<file path="src/rtl/clk_div_monitor.sv">
// clk_div_monitor
//   Measures the period of an asynchronous divided clock (div_in) in clk
//   cycles, compares each measurement with exp_period (+/- TOL) and locks
//   after LOCK_COUNT consecutive matches. Once locked, a mismatch or a
//   timeout (no edge for 2^CNT_W-1 cycles) latches a sticky fault that only
//   enable low clears.
// Ports
//   clk          : clock, rising edge
//   rst_n        : asynchronous active-low reset
//   enable       : run the monitor; low returns to IDLE
//   div_in       : divided clock under test (asynchronous)
//   exp_period   : expected div_in period in clk cycles
//   period       : last measured period (registered)
//   period_valid : one-cycle pulse when period updates
//   locked       : high in LOCKED
//   err          : high in FAULT
module clk_div_monitor #(
   parameter int CNT_W      = 8,
   parameter int LOCK_COUNT = 4,
   parameter int TOL        = 0
)(
   input  logic             clk,
   input  logic             rst_n,
   input  logic             enable,
   input  logic             div_in,
   input  logic [CNT_W-1:0] exp_period,
   output logic [CNT_W-1:0] period,
   output logic             period_valid,
   output logic             locked,
   output logic             err
);

   typedef enum logic [2:0] {
      S_IDLE, S_ARM, S_MEASURE, S_LOCKED, S_FAULT
   } state_t;

   localparam logic [CNT_W-1:0] CNT_MAX = '1;
   localparam logic [CNT_W-1:0] EXP_MIN = CNT_W'(2);
   localparam logic [CNT_W:0]   TOL_V   = (CNT_W+1)'(TOL);
   localparam logic [3:0]       LOCK_N  = 4'(LOCK_COUNT);

   state_t           r_state, w_state_nxt;
   logic             r_sync1, r_sync2, r_hist;
   logic [CNT_W-1:0] r_cnt, w_cnt_nxt;
   logic [CNT_W-1:0] r_exp;
   logic [CNT_W-1:0] r_period;
   logic             r_pv, w_pv_nxt;
   logic [3:0]       r_mcnt, w_mcnt_nxt;

   logic             w_rise, w_timeout, w_match;
   logic [CNT_W:0]   w_absdiff;

   assign w_rise    = r_sync2 & ~r_hist;
   assign w_timeout = (r_cnt == CNT_MAX);

   // Absolute difference ordered so the subtraction can never wrap.
   assign w_absdiff = (r_cnt >= r_exp) ? {1'b0, r_cnt - r_exp}
                                       : {1'b0, r_exp - r_cnt};
   // r_exp was captured at the previous rise, so an exp_period change
   // applies to the measurement that starts at the rise where it is seen.
   assign w_match   = (r_exp >= EXP_MIN) && (w_absdiff <= TOL_V);

   always_comb begin
      w_state_nxt = r_state;
      w_mcnt_nxt  = r_mcnt;
      w_pv_nxt    = 1'b0;
      if (!enable) begin
         // enable low beats any simultaneous rise or timeout
         w_state_nxt = S_IDLE;
         w_mcnt_nxt  = '0;
      end else begin
         case (r_state)
            S_IDLE: begin
               w_state_nxt = S_ARM;
               w_mcnt_nxt  = '0;
            end
            S_ARM: begin
               // first rise only opens the first interval
               if (w_rise) w_state_nxt = S_MEASURE;
            end
            S_MEASURE: begin
               if (w_timeout) begin
                  w_state_nxt = S_ARM;
                  w_mcnt_nxt  = '0;
               end else if (w_rise) begin
                  w_pv_nxt = 1'b1;
                  if (w_match) begin
                     w_mcnt_nxt = r_mcnt + 4'd1;
                     if (r_mcnt == LOCK_N - 4'd1) w_state_nxt = S_LOCKED;
                  end else begin
                     w_mcnt_nxt = '0;
                  end
               end
            end
            S_LOCKED: begin
               if (w_timeout) begin
                  w_state_nxt = S_FAULT;
               end else if (w_rise) begin
                  w_pv_nxt = 1'b1;
                  if (!w_match) w_state_nxt = S_FAULT;
               end
            end
            S_FAULT: begin
               if (w_rise && !w_timeout) w_pv_nxt = 1'b1;
            end
            default: begin
               w_state_nxt = S_IDLE;
               w_mcnt_nxt  = '0;
            end
         endcase
      end
   end

   // Run counter: cleared while idle, restarts at 1 on each rise and
   // saturates so a stuck input parks on the timeout value.
   always_comb begin
      w_cnt_nxt = r_cnt;
      if (w_state_nxt == S_IDLE)  w_cnt_nxt = '0;
      else if (w_rise)            w_cnt_nxt = CNT_W'(1);
      else if (r_cnt != CNT_MAX)  w_cnt_nxt = r_cnt + CNT_W'(1);
   end

   always_ff @(posedge clk or negedge rst_n) begin
      if (!rst_n) begin
         r_sync1  <= 1'b0;
         r_sync2  <= 1'b0;
         r_hist   <= 1'b0;
         r_state  <= S_IDLE;
         r_cnt    <= '0;
         r_exp    <= '0;
         r_period <= '0;
         r_pv     <= 1'b0;
         r_mcnt   <= '0;
      end else begin
         r_sync1  <= div_in;
         r_sync2  <= r_sync1;
         r_hist   <= r_sync2;
         r_state  <= w_state_nxt;
         r_cnt    <= w_cnt_nxt;
         r_mcnt   <= w_mcnt_nxt;
         r_pv     <= w_pv_nxt;
         if (w_pv_nxt)         r_period <= r_cnt;
         if (w_rise && enable) r_exp    <= exp_period;
      end
   end

   assign period       = r_period;
   assign period_valid = r_pv;
   assign locked       = (r_state == S_LOCKED);
   assign err          = (r_state == S_FAULT);

endmodule
</file>
<file path="config.mk">
export PLATFORM = sky130hd
export DESIGN_NAME = clk_div_monitor
export DESIGN_NICKNAME = d
export VERILOG_FILES = /design/src/rtl/clk_div_monitor.sv
export SDC_FILE = /design/constraint.sdc
export NUM_CORES = 1
export LEC_CHECK = 0
export ABC_AREA = 1
export CAP_MARGIN = 10
export CELL_PAD_IN_SITES_DETAIL_PLACEMENT = 0
export CELL_PAD_IN_SITES_GLOBAL_PLACEMENT = 1
export CORE_MARGIN = 2
export CORE_UTILIZATION = 45
export DETAILED_ROUTE_END_ITERATION = 16
export HOLD_SLACK_MARGIN = 0.15
export PLACE_DENSITY_LB_ADDON = 0.1
export SYNTH_ARGS = -nofsm -noshare
export SYNTH_HDL_FRONTEND = slang
export SYNTH_SLANG_ARGS = --single-unit
</file>
<file path="constraint.sdc">
create_clock -name clk -period 3.45 [get_ports clk]
set_input_delay 0.69 -clock clk [delete_from_list [all_inputs] [get_ports clk]]
set_output_delay 0.69 -clock clk [all_outputs]
set_load 0.02 [all_outputs]
</file>
==> impl_metrics.toml <==
[routing]
vias = 2044
ant_nets = 0
routed_via_density = 4.81
drt_first_pass_iters = 4
first_iter_violations = 108
drt-total-wl_mm = 5.27
post-route-drc-count = 0
routedWlPerCell_um = 12.4

[floorplanning]
die_area_mm2 = 0.00587
initial_utilization = 0.464
core_mm2 = 0.00511
die_y_um = 76.6
ios = 23
die_w_um = 76.6
num_rows = 26

[finish]
drive_gt1_frac = 0.0732
syn2layout_area_growth_pct = 16.7
nets = 383
fillers = 525
multi_input_area_mm2 = 0.00124
n_antenna_cell = 0
regArea_um2 = 876

[global_routing]
grt_pass1_vias = 2035
overflow = 0
grt_first_pass_wirelength_mm = 9.47
grt_max_degree = 36
antenna_found_initial = 0
track_usage = 0.201

[clocking]
clockBufferDepth = 2
cts_setup_buffers = 0
cts_resized = 0
cts-root-buf = "clkbuf_8"
cts_made_buffers = 5
cts.reportedPaths.clkPinSlew_ns = 0.07
clock-sinks = 35
clk_latency_ns = 0.29
hold_buffers = 0
htree_levels = 2
tritoncts = "done"

[yosys]
syn_inst = 326
ys_ff_latch = 35
yosysUniqueCellTypes = 34
synth_area_per_cell_um2 = 7.28
yosys_warnings = 0
synthesis.nets = 355
synth_flop_cell = "dfrtp_1"
synth_edf_count = 0
synth_area_mm2 = 0.00237
synthArstFlopShare = 1.00
ys_seq_area_frac = 0.369

[setup_path]
crit_arrival_ns = 1.76
criticalPathCategory = "reg -> out"
endpoint_kind = "output port"
crit_fanout = 4
crit_path_start_kind = "flop"
required_ns = 2.76

[placement]
dp_hpwl_mm = 4.14
portBuffers = 22
place_ws_ns = 0.929
routabilityCongestion = 0.816

[timing]
timing.final.ws_setup_ns = 0.999
maxSlewViolCount = 0
max-slew-margin-rel = 0.696
finalSetupViolCount = 0
setup_tns_ns = 0
max_freq_mhz = 408
period_share = 0.710
rsz0062_at_grt = "false"
tightest_slew_ns = 0.456
period_needed_ns = 2.45
hold_viol_final = 0
fin_skew_ns = 0.00316

[power]
p_leak_nw = 1.41
peakVddDrop_uv = 222
power_density_mw_per_mm2 = 435

[run]
cap_violations = 0

[status]
status = "finished, final reports clean"

[worst_hold_path]
hold_path.class = "reg -> reg"
-- per-stage QoR --
step           hold slack [ns]   util  cell area [um2]  cells  power (W)
6_report                 0.352  0.542             2770    425    0.00121
5_1_grt                  0.356  0.542             2770    425    0.00131
4_1_cts                  0.354  0.542             2770    425    0.00122
3_5_place_dp             0.338  0.523             2670    417   0.000883
3_3_place_gp             0.334  0.523             2670    417   0.000880
2_1_floorplan            0.331      -             2370    326   0.000758
-- layout make-up --
cell class,count,area share
clock buffers,8,0.0361
flip-flops and latches,35,0.316
inverters,60,0.0822
well taps,70,0.0316
repair buffers,24,0.0850
multi-input cells,228,0.449
-- report_power, final --
part | total [W] | internal, W | switching (W)
logic | 0.000396 | 0.000155 | 0.000242
registers | 0.000475 | 0.000450 | 0.0000254
clock network | 0.000333 | 0.000182 | 0.000151
-- layer usage --
| layer | track usage | routed length (um) |
|---|---|---|
| met5 | 0 | 0 |
| met4 | 0.0545 | 64 |
| met3 | 0.0332 | 183 |
| met2 | 0.330 | 2420 |
| met1 | 0.275 | 2600 |
-- registers in the layout, summed over array words and instances (netlist names) --
signal / cells
period: 8
r_mcnt: 4
r_exp: 8
r_hist: 1
r_state: 3
period_valid: 1
r_sync1: 1
r_cnt: 8
r_sync2: 1
-- worst max-delay path, cell delays in order, from the launching register on --
cell	delay, ns
dfrtp_1	0.42
inv_1	0.09
nand2_1	0.07
nor2_1	0.23
clkdlybuf4s50_1	0.66
-- synthesized netlist by cell type, types with 3 or more instances --
master	number	area, um2
nand2_2	5	31.3
ha_1	17	213
o21ai_0	20	100
o21ai_1	6	30.0
nor3_1	4	20.0
xor2_1	3	26.3
inv_1	58	218
nor2_1	21	78.8
nand4_1	4	25.0
dfrtp_1	35	876
nand3_1	26	130
nand3_2	3	30.0
nand2_1	92	345
a21oi_1	8	40.0
-- cell usage in the layout (no fill, tap or decap), drive strengths merged --
cell / synthesis / routed
a211oi: 2 / 2
a21oi: 8 / 8
a32oi: 1 / 1
a41oi: 1 / 1
buf: 2 / 2
clkbuf: 1 / 8
clkdlybuf4s50: 0 / 22
dfrtp: 35 / 35
ha: 17 / 17
inv: 60 / 60
nand2: 97 / 97
nand3: 29 / 29
nand4: 4 / 4
nor2: 24 / 24
nor3: 6 / 6
nor4: 2 / 2
o211ai: 2 / 2
o21a: 1 / 1
o21ai: 26 / 26
o21bai: 1 / 1
o41ai: 1 / 1
or2: 2 / 2
xnor2: 1 / 1
xor2: 3 / 3
-- final timing paths --
kind                            start  slack, ns  cells after the start    endpoint
setup / recovery           r_state[2]        1.0                      4      locked
hold / removal                r_sync1       0.35                      0     r_sync2
setup reg to reg             r_cnt[2]       1.10                     15  r_state[2]
hold reg to reg               r_sync1       0.35                      0     r_sync2
max in group asynchronous       rst_n       2.30                      2   r_mcnt[3]
min in group asynchronous       rst_n       0.81                      2   period[0]
-- cell families after synthesis --
family / Yosys count / synth area share
buf+inv: 63 / 0.107
compound gates: 43 / 0.102
xor+xnor: 4 / 0.0148
flops: 35 / 0.369
simple gates: 164 / 0.318
fa+ha+maj: 17 / 0.0897
No activity file was read; power rests on OpenSTA's default activity.
